**src/rtl/adam_syscfg_seq_pkg.sv**
```systemverilog
// adam_syscfg_seq_pkg
//   Shared types and helpers for the syscfg power-up/pause sequencer.
//   SEQ_STATE_T : sequencer FSM states
//   max_u       : larger of two unsigned ints, used to size the shared counter
package adam_syscfg_seq_pkg;

    typedef enum logic [2:0] {
        OFF     = 3'd0,
        REL_RST = 3'd1,
        SETTLE  = 3'd2,
        RESUME  = 3'd3,
        RUN     = 3'd4,
        PAUSE   = 3'd5,
        PAUSED  = 3'd6
    } SEQ_STATE_T;

    function automatic int unsigned max_u(input int unsigned a, input int unsigned b);
        return (a > b) ? a : b;
    endfunction

endpackage

```
**src/rtl/adam_syscfg_seq_tmr.sv**
```systemverilog
// adam_syscfg_seq_tmr
//   Loadable down-counter shared by the settle wait and the ack-wait timeout.
//   clk, rst_n : clock, async active-low reset
//   load_i     : load value_i this cycle (has priority over counting)
//   value_i    : count to load, >= 1
//   expired_o  : high during the last cycle of a loaded count
module adam_syscfg_seq_tmr
    import adam_syscfg_seq_pkg::*;
#(
    parameter int unsigned CNT_W = 4
) (
    input  logic             clk,
    input  logic             rst_n,
    input  logic             load_i,
    input  logic [CNT_W-1:0] value_i,
    output logic             expired_o
);

    logic [CNT_W-1:0] cnt_q, cnt_d;

    always_comb begin
        cnt_d = cnt_q;
        if (load_i)
            cnt_d = value_i;
        else if (cnt_q != '0)
            cnt_d = cnt_q - 1'b1;
    end

    always_ff @(posedge clk or negedge rst_n) begin
        if (!rst_n) cnt_q <= '0;
        else        cnt_q <= cnt_d;
    end

    // A load of N gives exactly N cycles with the last one flagged.
    assign expired_o = (cnt_q == CNT_W'(1));

endmodule

```
**src/rtl/adam_syscfg_seq.sv**
```systemverilog
// adam_syscfg_seq
//   Ordered power-up/pause sequencer for syscfg targets. Boot releases reset then
//   pause of each target in index order; upstream pause pauses targets in reverse
//   order; resume releases pauses in forward order without re-applying reset.
//   clk, rst_n     : clock, async active-low reset
//   boot_en        : starts the boot sequence (sampled only in OFF)
//   pause_req/ack  : upstream pause slave handshake (ack=1: all paused / not booted)
//   tgt_rst        : per-target reset, 1 = held
//   tgt_pause_req  : per-target pause request
//   tgt_pause_ack  : per-target pause ack
//   busy           : sequence in progress
//   err            : sticky ack-wait timeout flag
//   Optional: ADAM_SYSCFG_SEQ_TIMEOUT_EN bounds every ack wait to TIMEOUT_CYCLES;
//   without it, waits are unbounded and err is tied to 0.
module adam_syscfg_seq
    import adam_syscfg_seq_pkg::*;
#(
    parameter int unsigned NO_TGTS        = 4,
    parameter int unsigned SETTLE_CYCLES  = 4,
    parameter int unsigned TIMEOUT_CYCLES = 1024
) (
    input  logic               clk,
    input  logic               rst_n,
    input  logic               boot_en,
    input  logic               pause_req,
    output logic               pause_ack,
    output logic [NO_TGTS-1:0] tgt_rst,
    output logic [NO_TGTS-1:0] tgt_pause_req,
    input  logic [NO_TGTS-1:0] tgt_pause_ack,
    output logic               busy,
    output logic               err
);

    localparam int unsigned IDX_W = (NO_TGTS > 1) ? $clog2(NO_TGTS) : 1;
    localparam int unsigned CNT_W = $clog2(max_u(SETTLE_CYCLES, TIMEOUT_CYCLES) + 1);
    localparam logic [IDX_W-1:0] LAST_IDX   = IDX_W'(NO_TGTS - 1);
    localparam logic [CNT_W-1:0] SETTLE_VAL = CNT_W'(SETTLE_CYCLES);

    SEQ_STATE_T         state_q, state_d;
    logic [IDX_W-1:0]   idx_q, idx_d, nxt, prv;
    logic [NO_TGTS-1:0] rst_q, rst_d, preq_q, preq_d;
    logic               pack_q, pack_d, busy_q, busy_d;
    logic               tmr_load, tmr_exp, to_exp;
    logic [CNT_W-1:0]   tmr_val;

    assign nxt = idx_q + 1'b1;
    assign prv = idx_q - 1'b1;

`ifdef ADAM_SYSCFG_SEQ_TIMEOUT_EN
    localparam logic [CNT_W-1:0] TO_VAL = CNT_W'(TIMEOUT_CYCLES);
    logic err_q;
    // The timer only runs a timeout in the ack-wait states, so expiry there is a timeout.
    assign to_exp = tmr_exp;
    always_ff @(posedge clk or negedge rst_n) begin
        if (!rst_n)
            err_q <= 1'b0;
        else if (to_exp && ((state_q == RESUME && tgt_pause_ack[idx_q]) ||
                            (state_q == PAUSE  && !tgt_pause_ack[idx_q])))
            err_q <= 1'b1;
    end
    assign err = err_q;
`else
    assign to_exp = 1'b0;
    assign err    = 1'b0;
`endif

    always_comb begin
        state_d  = state_q;
        idx_d    = idx_q;
        rst_d    = rst_q;
        preq_d   = preq_q;
        pack_d   = pack_q;
        tmr_load = 1'b0;
        tmr_val  = SETTLE_VAL;
        case (state_q)
            OFF: if (boot_en && !pause_req) begin
                state_d = REL_RST;
                idx_d   = '0;
            end
            REL_RST: begin
                rst_d[idx_q] = 1'b0;
                tmr_load     = 1'b1;
                state_d      = SETTLE;
            end
            SETTLE: if (tmr_exp) begin
                if (pause_req) begin
                    // This target never left pause: start pausing below it.
                    if (idx_q == '0) begin
                        state_d = PAUSED;
                        pack_d  = 1'b1;
                    end else begin
                        idx_d       = prv;
                        preq_d[prv] = 1'b1;
                        state_d     = PAUSE;
                    end
                end else begin
                    preq_d[idx_q] = 1'b0;
                    state_d       = RESUME;
                end
            end
            RESUME: if (!tgt_pause_ack[idx_q] || to_exp) begin
                if (pause_req) begin
                    // Current target is the highest released one.
                    preq_d[idx_q] = 1'b1;
                    state_d       = PAUSE;
                end else if (idx_q == LAST_IDX) begin
                    state_d = RUN;
                    pack_d  = 1'b0;
                end else begin
                    idx_d = nxt;
                    if (rst_q[nxt]) begin
                        state_d = REL_RST;
                    end else begin
                        preq_d[nxt] = 1'b0;
                        state_d     = RESUME;
                    end
                end
            end
            RUN: if (pause_req) begin
                idx_d            = LAST_IDX;
                preq_d[LAST_IDX] = 1'b1;
                state_d          = PAUSE;
            end
            PAUSE: if (tgt_pause_ack[idx_q] || to_exp) begin
                if (!pause_req) begin
                    preq_d[idx_q] = 1'b0;
                    state_d       = RESUME;
                end else if (idx_q == '0) begin
                    state_d = PAUSED;
                    pack_d  = 1'b1;
                end else begin
                    idx_d       = prv;
                    preq_d[prv] = 1'b1;
                end
            end
            PAUSED: if (!pause_req) begin
                idx_d     = '0;
                preq_d[0] = 1'b0;
                state_d   = RESUME;
            end
            default: state_d = OFF;
        endcase
`ifdef ADAM_SYSCFG_SEQ_TIMEOUT_EN
        // Fresh timeout on every entry into an ack wait, including index steps.
        if ((state_d == RESUME || state_d == PAUSE) && (state_d != state_q || idx_d != idx_q)) begin
            tmr_load = 1'b1;
            tmr_val  = TO_VAL;
        end
`endif
    end

    assign busy_d = (state_d != OFF) && (state_d != RUN) && (state_d != PAUSED);

    always_ff @(posedge clk or negedge rst_n) begin
        if (!rst_n) begin
            state_q <= OFF;
            idx_q   <= '0;
            rst_q   <= '1;
            preq_q  <= '1;
            pack_q  <= 1'b1;
            busy_q  <= 1'b0;
        end else begin
            state_q <= state_d;
            idx_q   <= idx_d;
            rst_q   <= rst_d;
            preq_q  <= preq_d;
            pack_q  <= pack_d;
            busy_q  <= busy_d;
        end
    end

    adam_syscfg_seq_tmr #(.CNT_W(CNT_W)) u_tmr (
        .clk       (clk),
        .rst_n     (rst_n),
        .load_i    (tmr_load),
        .value_i   (tmr_val),
        .expired_o (tmr_exp)
    );

    assign tgt_rst       = rst_q;
    assign tgt_pause_req = preq_q;
    assign pause_ack     = pack_q;
    assign busy          = busy_q;

endmodule

```
**config.mk**
```make
export PLATFORM = sky130hd
export DESIGN_NAME = adam_syscfg_seq
export DESIGN_NICKNAME = d
export VERILOG_FILES = /design/src/rtl/adam_syscfg_seq_pkg.sv /design/src/rtl/adam_syscfg_seq_tmr.sv /design/src/rtl/adam_syscfg_seq.sv
export SDC_FILE = /design/constraint.sdc
export NUM_CORES = 1
export LEC_CHECK = 0
export CORE_MARGIN = 2
export CORE_UTILIZATION = 45
export DETAILED_ROUTE_END_ITERATION = 10
export PLACE_DENSITY = 0.66
export SLEW_MARGIN = 20
export SYNTH_ARGS = -nofsm -noshare
export SYNTH_HDL_FRONTEND = slang
export SYNTH_SLANG_ARGS = --single-unit
```
**constraint.sdc**
```tcl
create_clock -name clk -period 2.65 [get_ports clk]
set_input_delay 0.795 -clock clk [delete_from_list [all_inputs] [get_ports clk]]
set_output_delay 0.795 -clock clk [all_outputs]
set_load 0.01 [all_outputs]
```
## Word-level counts from Yosys, hierarchy flattened

Index checks and enable logic that the tools add are counted.

| word-level totals | value |
|---|---|
| flip-flop bits (word level) | 26 |
| bits in latches | 0 |
| RAM bits | 0 |
| ROM bits | 0 |
| input port bits | 8 |
| output and inout bits | 11 |
| memories kept | 0 |

| operators by class | value |
|---|---|
| add/sub/neg operators | 3 |
| $mul | 0 |
| divide/modulo/power cells | 0 |
| $lt $le $gt $ge | 6 |
| equal/unequal tests | 21 |
| shift operators | 0 |
| muxes and demuxes | 59 |
| bitwise logic cells | 7 |
| reductions and logical operators | 21 |

Operators with widths:

| cell | count |
|---|---|
| 2-to-1 mux 3 bit | 11 |
| 2-to-1 mux 4 bit | 8 |
| 2-to-1 mux 2 bit | 12 |
| 2-to-1 mux 11 bit | 2 |
| one-hot mux 3 bit (7 select lines) | 1 |
| != test 2 bit, second input constant | 9 |
| 2-to-1 mux 1 bit | 15 |
| AND reduction 7 bit | 2 |
| bitwise AND 4 bit | 3 |
| != test 3 bit, second input constant | 4 |
| one-hot mux 2 bit (6 select lines) | 1 |
| AND reduction 6 bit | 2 |
| == test 11 x 1 -> 1 bit, second input constant | 1 |
| nonzero test 11 bit | 1 |
| subtractor 11 x 1 -> 11 bit, second input constant | 1 |
| == test 3 bit, second input constant | 3 |
| less-than comparator 2 x 3 -> 1 bit, second input constant | 3 |
| AND reduction 9 bit | 1 |
| NOT 4 bit | 2 |
| OR 4 bit | 2 |
| one-hot mux 1 bit (4 select lines) | 2 |
| nonzero test 4 bit | 2 |
| demux 1 bit (select 2 bit) | 3 |
| == test 3 x 2 -> 1 bit, second input constant | 2 |
| other kinds (15) | 24 |

## Logic depth before layout (Yosys ltp)

| depth | value |
|---|---|
| depth after elaboration | 12 |
| gate-level depth with buffers | 8 |
| depth with buffers taken out | 7 |

## Modules after synthesis

From an unflattened synthesis, not the netlist that was laid out.

| second synthesis, totals | value |
|---|---|
| cell total of the unflattened synthesis | 236 |
| area total of the unflattened synthesis | 2026.9 um^2 |

Modules (own cells, without submodules):

| module | instances | cells an instance | area an instance (um^2) | sequential area each (um^2) |
|---|---|---|---|---|
| adam_syscfg_seq | 1 | 169 | 1367.6 | 386.6 |
| adam_syscfg_seq_tmr | 1 | 67 | 659.4 | 275.3 |

## Worst setup path after synthesis

No wires, ideal clock.

| path | value |
|---|---|
| kind | input-to-reg |
| from | in tgt_pause_ack[3] |
| to | reg idx_q[0] |
| setup time | 0.087 ns |
| data arrival time | 2.556 ns |
| setup slack | 0.007 ns |
| cell stages on the path | 5 |
| cells stage by stage | mux4_2 > mux2_4 > a22o_4 > or4_1 > a22oi_1 |

| between the ends | value |
|---|---|
| longest elaborated chain between the ends | 4 |
| elaborated cells on any way between the ends | 5 |
| those cells by class | 2 x eq/ne; 2 x mux; 1 x reduce/logical |

RTL lines:

| item | RTL line | source |
|---|---|---|
| start, declared | adam_syscfg_seq.sv:29 | `input logic [NO_TGTS-1:0] tgt_pause_ack,` |
| binary-select mux 1 bit (select 2 bit) (*) | adam_syscfg_seq.sv:101, adam_syscfg_seq.sv:124 |  |
| 2-to-1 mux 1 bit (not written as such) (*) | adam_syscfg_seq.sv:101, adam_syscfg_seq.sv:124 |  |
| != test 2 bit (no source line) | -- |  |
| AND reduction 9 bit (no source line) (*) | -- |  |
| end signal, assigned | adam_syscfg_seq.sv:164 | `idx_q <= idx_d;` |
| end, declared | adam_syscfg_seq.sv:40 | `logic [IDX_W-1:0] idx_q, idx_d, nxt, prv;` |

Every way passes the cells marked *; elsewhere a longest branch is shown, timed or not. The select of a mux whose other input is x is not followed.
A chain may end at the register's enable or synchronous reset.

## Worst setup path after layout

| path | value |
|---|---|
| from | in tgt_pause_ack[3] |
| to | reg preq_q[0] (netlist: tgt_pause_req[0]) |

| between the ends | value |
|---|---|
| longest elaborated chain between the ends | 4 |
| elaborated cells on any way between the ends | 5 |
| those cells by class | 2 x eq/ne; 2 x mux; 1 x reduce/logical |

RTL lines:

| item | RTL line | source |
|---|---|---|
| binary-select mux 1 bit (select 2 bit) (*) | adam_syscfg_seq.sv:101, adam_syscfg_seq.sv:124 |  |
| 2-to-1 mux 1 bit (not written as such) (*) | adam_syscfg_seq.sv:101, adam_syscfg_seq.sv:124 |  |
| != test 2 bit (no source line) | -- |  |
| AND reduction 7 bit (no source line) (*) | -- |  |
| end signal, assigned | adam_syscfg_seq.sv:166 | `preq_q <= preq_d;` |
| end, declared | adam_syscfg_seq.sv:41 | `logic [NO_TGTS-1:0] rst_q, rst_d, preq_q, preq_d;` |

Marks and branches as above.

==> results.py <==
metrics = {
    "floorplan": {
        "pin_count": 19,
        "rows": 23,
        "start_util_pct": 46.48,
        "die_h_um": 68.28,
        "core_um2": 4000,
        "fp.dieW_um": 68.28,
        "design.die.area_um2": 4662,
    },
    "pwr": {
        "leakage_uw": 0.0009720,
        "power.density_nw_per_um2": 1200,
        "vdd_drop_max_mv": 0.5275,
        "total_power_uw": 2686,
    },
    "timing": {
        "min_period_ns": 2.553,
        "rsz0062_at_grt": "no",
        "setup_viol": 0,
        "worst_slew_pin_slew_ns": 0.5831,
        "relSlewSlack_pct": 60.83,
        "hold_viol": 0,
        "timing.fmax_ghz": 0.3917,
        "timing.final.crit_share_pct": 96.33,
        "skew_ns": 0.004003,
        "maxSlewViolCount": 0,
    },
    "detailed_routing": {
        "drc": 0,
        "via_count": 1664,
        "wl_um": 4590,
        "firstDrtPassIters": 4,
        "drt_iter0_drc": 91,
        "ant_nets": 0,
        "viasPerCell": 5.943,
        "wl_per_cell_um": 16.39,
    },
    "logic_synthesis": {
        "netlist_top_cells_count": "22 x nor2_1, 17 x dfrtp_1, 12 x o21ai_0, 11 x inv_1, 10 x a21oi_1",
        "syn_area_per_cell_um2": 9.114,
        "synth_ff_type": "dfrtp_1",
        "ys_seq_area_share_pct": 35.60,
        "yosysTopAreaCell": "dfrtp_1",
        "synth.area.top_cells": "dfrtp_1 23%, dfstp_2 13%, ha_1 4.7%, nor2_1 4.4%, xor2_1 3.3%",
        "ys_seq_elements": 26,
        "synth_top_area_share_pct": 22.88,
        "yosysMostFrequentCell": "nor2_1",
        "ys_types": 56,
        "synth_edf_count": 0,
        "netlist_instances": 204,
        "mappedNetlistNets": 219,
        "yosysWarnings": 0,
        "async_reset_ff_share_pct": 100.0,
        "syn_area_um2": 1859,
    },
    "cells_and_area": {
        "antenna_cells": 0,
        "multi_input_area_um2": 1107,
        "layout-drive-gt1-share_pct": 18.70,
        "syn2layout_area_growth_pct": 20.32,
        "regArea_um2": 661.9,
        "final_nets": 246,
        "final_area_um2": 2237,
        "n_fill_cell": 348,
        "finish.utilization_pct": 55.93,
    },
    "cts": {
        "cts_buffers": 3,
        "cts_tree": "yes",
        "holdBufCountCts": 0,
        "worstSkewPairLatency_ns": 0.27,
        "clockBufferDepth": 2,
        "clk_pin_slew_ns": 0.09,
        "htree_num_levels": 1,
        "cts.sinks": 26,
        "clockRootBuffer": "clkbuf_8",
    },
    "global_route": {
        "antenna_found_initial": 0,
        "overflow": 0,
        "grt_first_pass_wirelength_um": 7962,
        "first_global_vias": 1699,
        "grt_max_degree": 27,
        "track_usage_pct": 22.51,
    },
    "worst_setup_path": {
        "crit_buf_inv": 2,
        "path_max_fanout": 4,
        "cp-end-kind": "flop",
        "cp-start-kind": "input port",
        "reg2reg_from": "idx_q[0]",
        "critical-path-top-delay-family": "multiplexers",
        "worst_r2r_path_depth": 6,
        "crit_start": "tgt_pause_ack[3]",
        "crit_cells": 7,
        "path_cells": "dlygate4sd2_1 -> mux4_2 -> mux2_4 -> a22o_4 -> buf_4 -> nor3_2 -> mux2_2",
        "crit_type": "input port to flop",
        "crit_arrival_ns": 2.76,
        "cp.required_ns": 2.86,
        "crit_slowest_cell": "mux4_2",
        "cpPeakStageDelay_ns": 0.49,
    },
    "status": {
        "status": "complete, no violations",
    },
    "placed_design": {
        "hpwl_um": 3310,
        "io_buffers": 17,
        "place_area_um2": 2148,
        "globalplace.congestion": 0.9390,
    },
    "run": {
        "cap_violations": 0,
    },
    "hold_path": {
        "hp-class": "flop to flop",
        "min_path_cells": 1,
        "hp-start": "tgt_rst[2]",
    },
}
==> layout make-up <==
class	count	area share, %
well taps	50	2.796
inverters	11	1.846
multi-input cells	155	49.50
flip-flops and latches	26	29.59
clock buffers	3	1.846
repair buffers	34	13.09
clock inverters	1	1.342
==> cell usage in the layout, fill, tap and decap left out, types with 2 or more instances in the layout <==
cell / netlist / final
o211a_1: 2 / 2
o31ai_1: 2 / 2
and4_1: 2 / 2
nor3_1: 9 / 7
nand3_1: 4 / 4
nor2b_1: 7 / 7
nand4_1: 2 / 2
o22ai_1: 2 / 2
buf_4: 1 / 17
or4_4: 0 / 2
inv_1: 11 / 11
nand4b_1: 2 / 2
nand3b_1: 3 / 3
dfrtp_1: 17 / 17
a2bb2oi_1: 2 / 2
a21boi_0: 5 / 5
a21oi_1: 10 / 10
o21ai_0: 12 / 12
dfstp_2: 9 / 9
clkdlybuf4s50_1: 0 / 13
o211ai_1: 3 / 3
and3b_1: 2 / 2
ha_1: 7 / 7
mux2i_1: 5 / 5
nand2_1: 9 / 9
nor2_1: 22 / 22
dlygate4sd2_1: 0 / 4
xor2_1: 7 / 7
clkbuf_8: 0 / 3
a31oi_1: 2 / 2
a22oi_1: 3 / 2
a211o_1: 3 / 3
nor3_2: 0 / 2
==> kinds of logic (layout without fill, tap and decap cells) <==
| family | after synthesis | after routing | share of synthesized area [%] |
|---|---|---|---|
| compound gates | 58 | 58 | 22.01 |
| simple gates | 72 | 72 | 20.93 |
| xor+xnor | 8 | 8 | 3.769 |
| buf+inv | 23 | 49 | 6.057 |
| fa+ha+maj | 7 | 7 | 4.710 |
| mux | 9 | 9 | 6.729 |
| other cells | 1 | 1 | 0.2017 |
| flops | 26 | 26 | 35.60 |
==> worst reg2reg max path: cells and delay by family, from the launching register on <==
family | cells | cell delay [ns]
buf+inv | 1 | 0.14
compound gates | 2 | 0.51
mux | 1 | 0.33
fa+ha+maj | 1 | 0.35
simple gates | 1 | 0.53
flops | 1 | 0.47
==> path summary, 6_finish.rpt <==
| kind | to | slack [ns] |
|---|---|---|
| max in group asynchronous | tgt_pause_req[2] | 1.47 |
| worst max register to register | tgt_pause_req[1] | 0.24 |
| worst max-delay path | tgt_pause_req[0] | 0.1 |
| worst min-delay path | tgt_rst[2] | 0.49 |
| min in group asynchronous | u_tmr.cnt_q[0] | 0.89 |
| worst min register to register | tgt_rst[2] | 0.49 |
==> registers in the layout, indices dropped and copies added (netlist names) <==
signal,cells
busy,1
idx_q,2
pause_ack,1
state_q,3
tgt_pause_req,4
tgt_rst,4
u_tmr.cnt_q,11
==> through the flow <==
step                instances  setup slack (ns)  hold slack, ns  setup TNS (ns)
CTS                       280           0.08410          0.4987               0
global placement          276           -0.3533          0.4815          -1.623
global route              280           0.03686          0.5137               0
detailed placement        276           -0.4001          0.4793          -1.830
floorplan                 204          0.007286          0.4922               0
finish                    280           0.09718          0.4940               0
==> layer usage <==
| layer | global-route usage (%) | vias to the layer above | part of all wire (%) |
|---|---|---|---|
| met1 | 32.22 | 798 | 46 |
| met4 | 7.250 | 0 | 1.4 |
| met3 | 1.974 | 7 | 5.2 |
| met5 | 0 | - | 0 |
| met2 | 35.92 | 67 | 47 |
| li1 | - | 792 | - |
==> what timing repair did <==
item | CTS | global route
gates cloned | 0 | 0
pin swaps | 5 | 0
buffers inserted | 0 | 0
endpoints found under the setup margin | 4 | 1
gates resized for setup | 8 | 1
==> report_power, final <==
group	internal [µW]	switching (µW)	leakage, µW
combinational	760	856	0.000630
clock	202	128	0.0000357
sequential	574	166	0.000306
(Power assumes the default switching activity.)
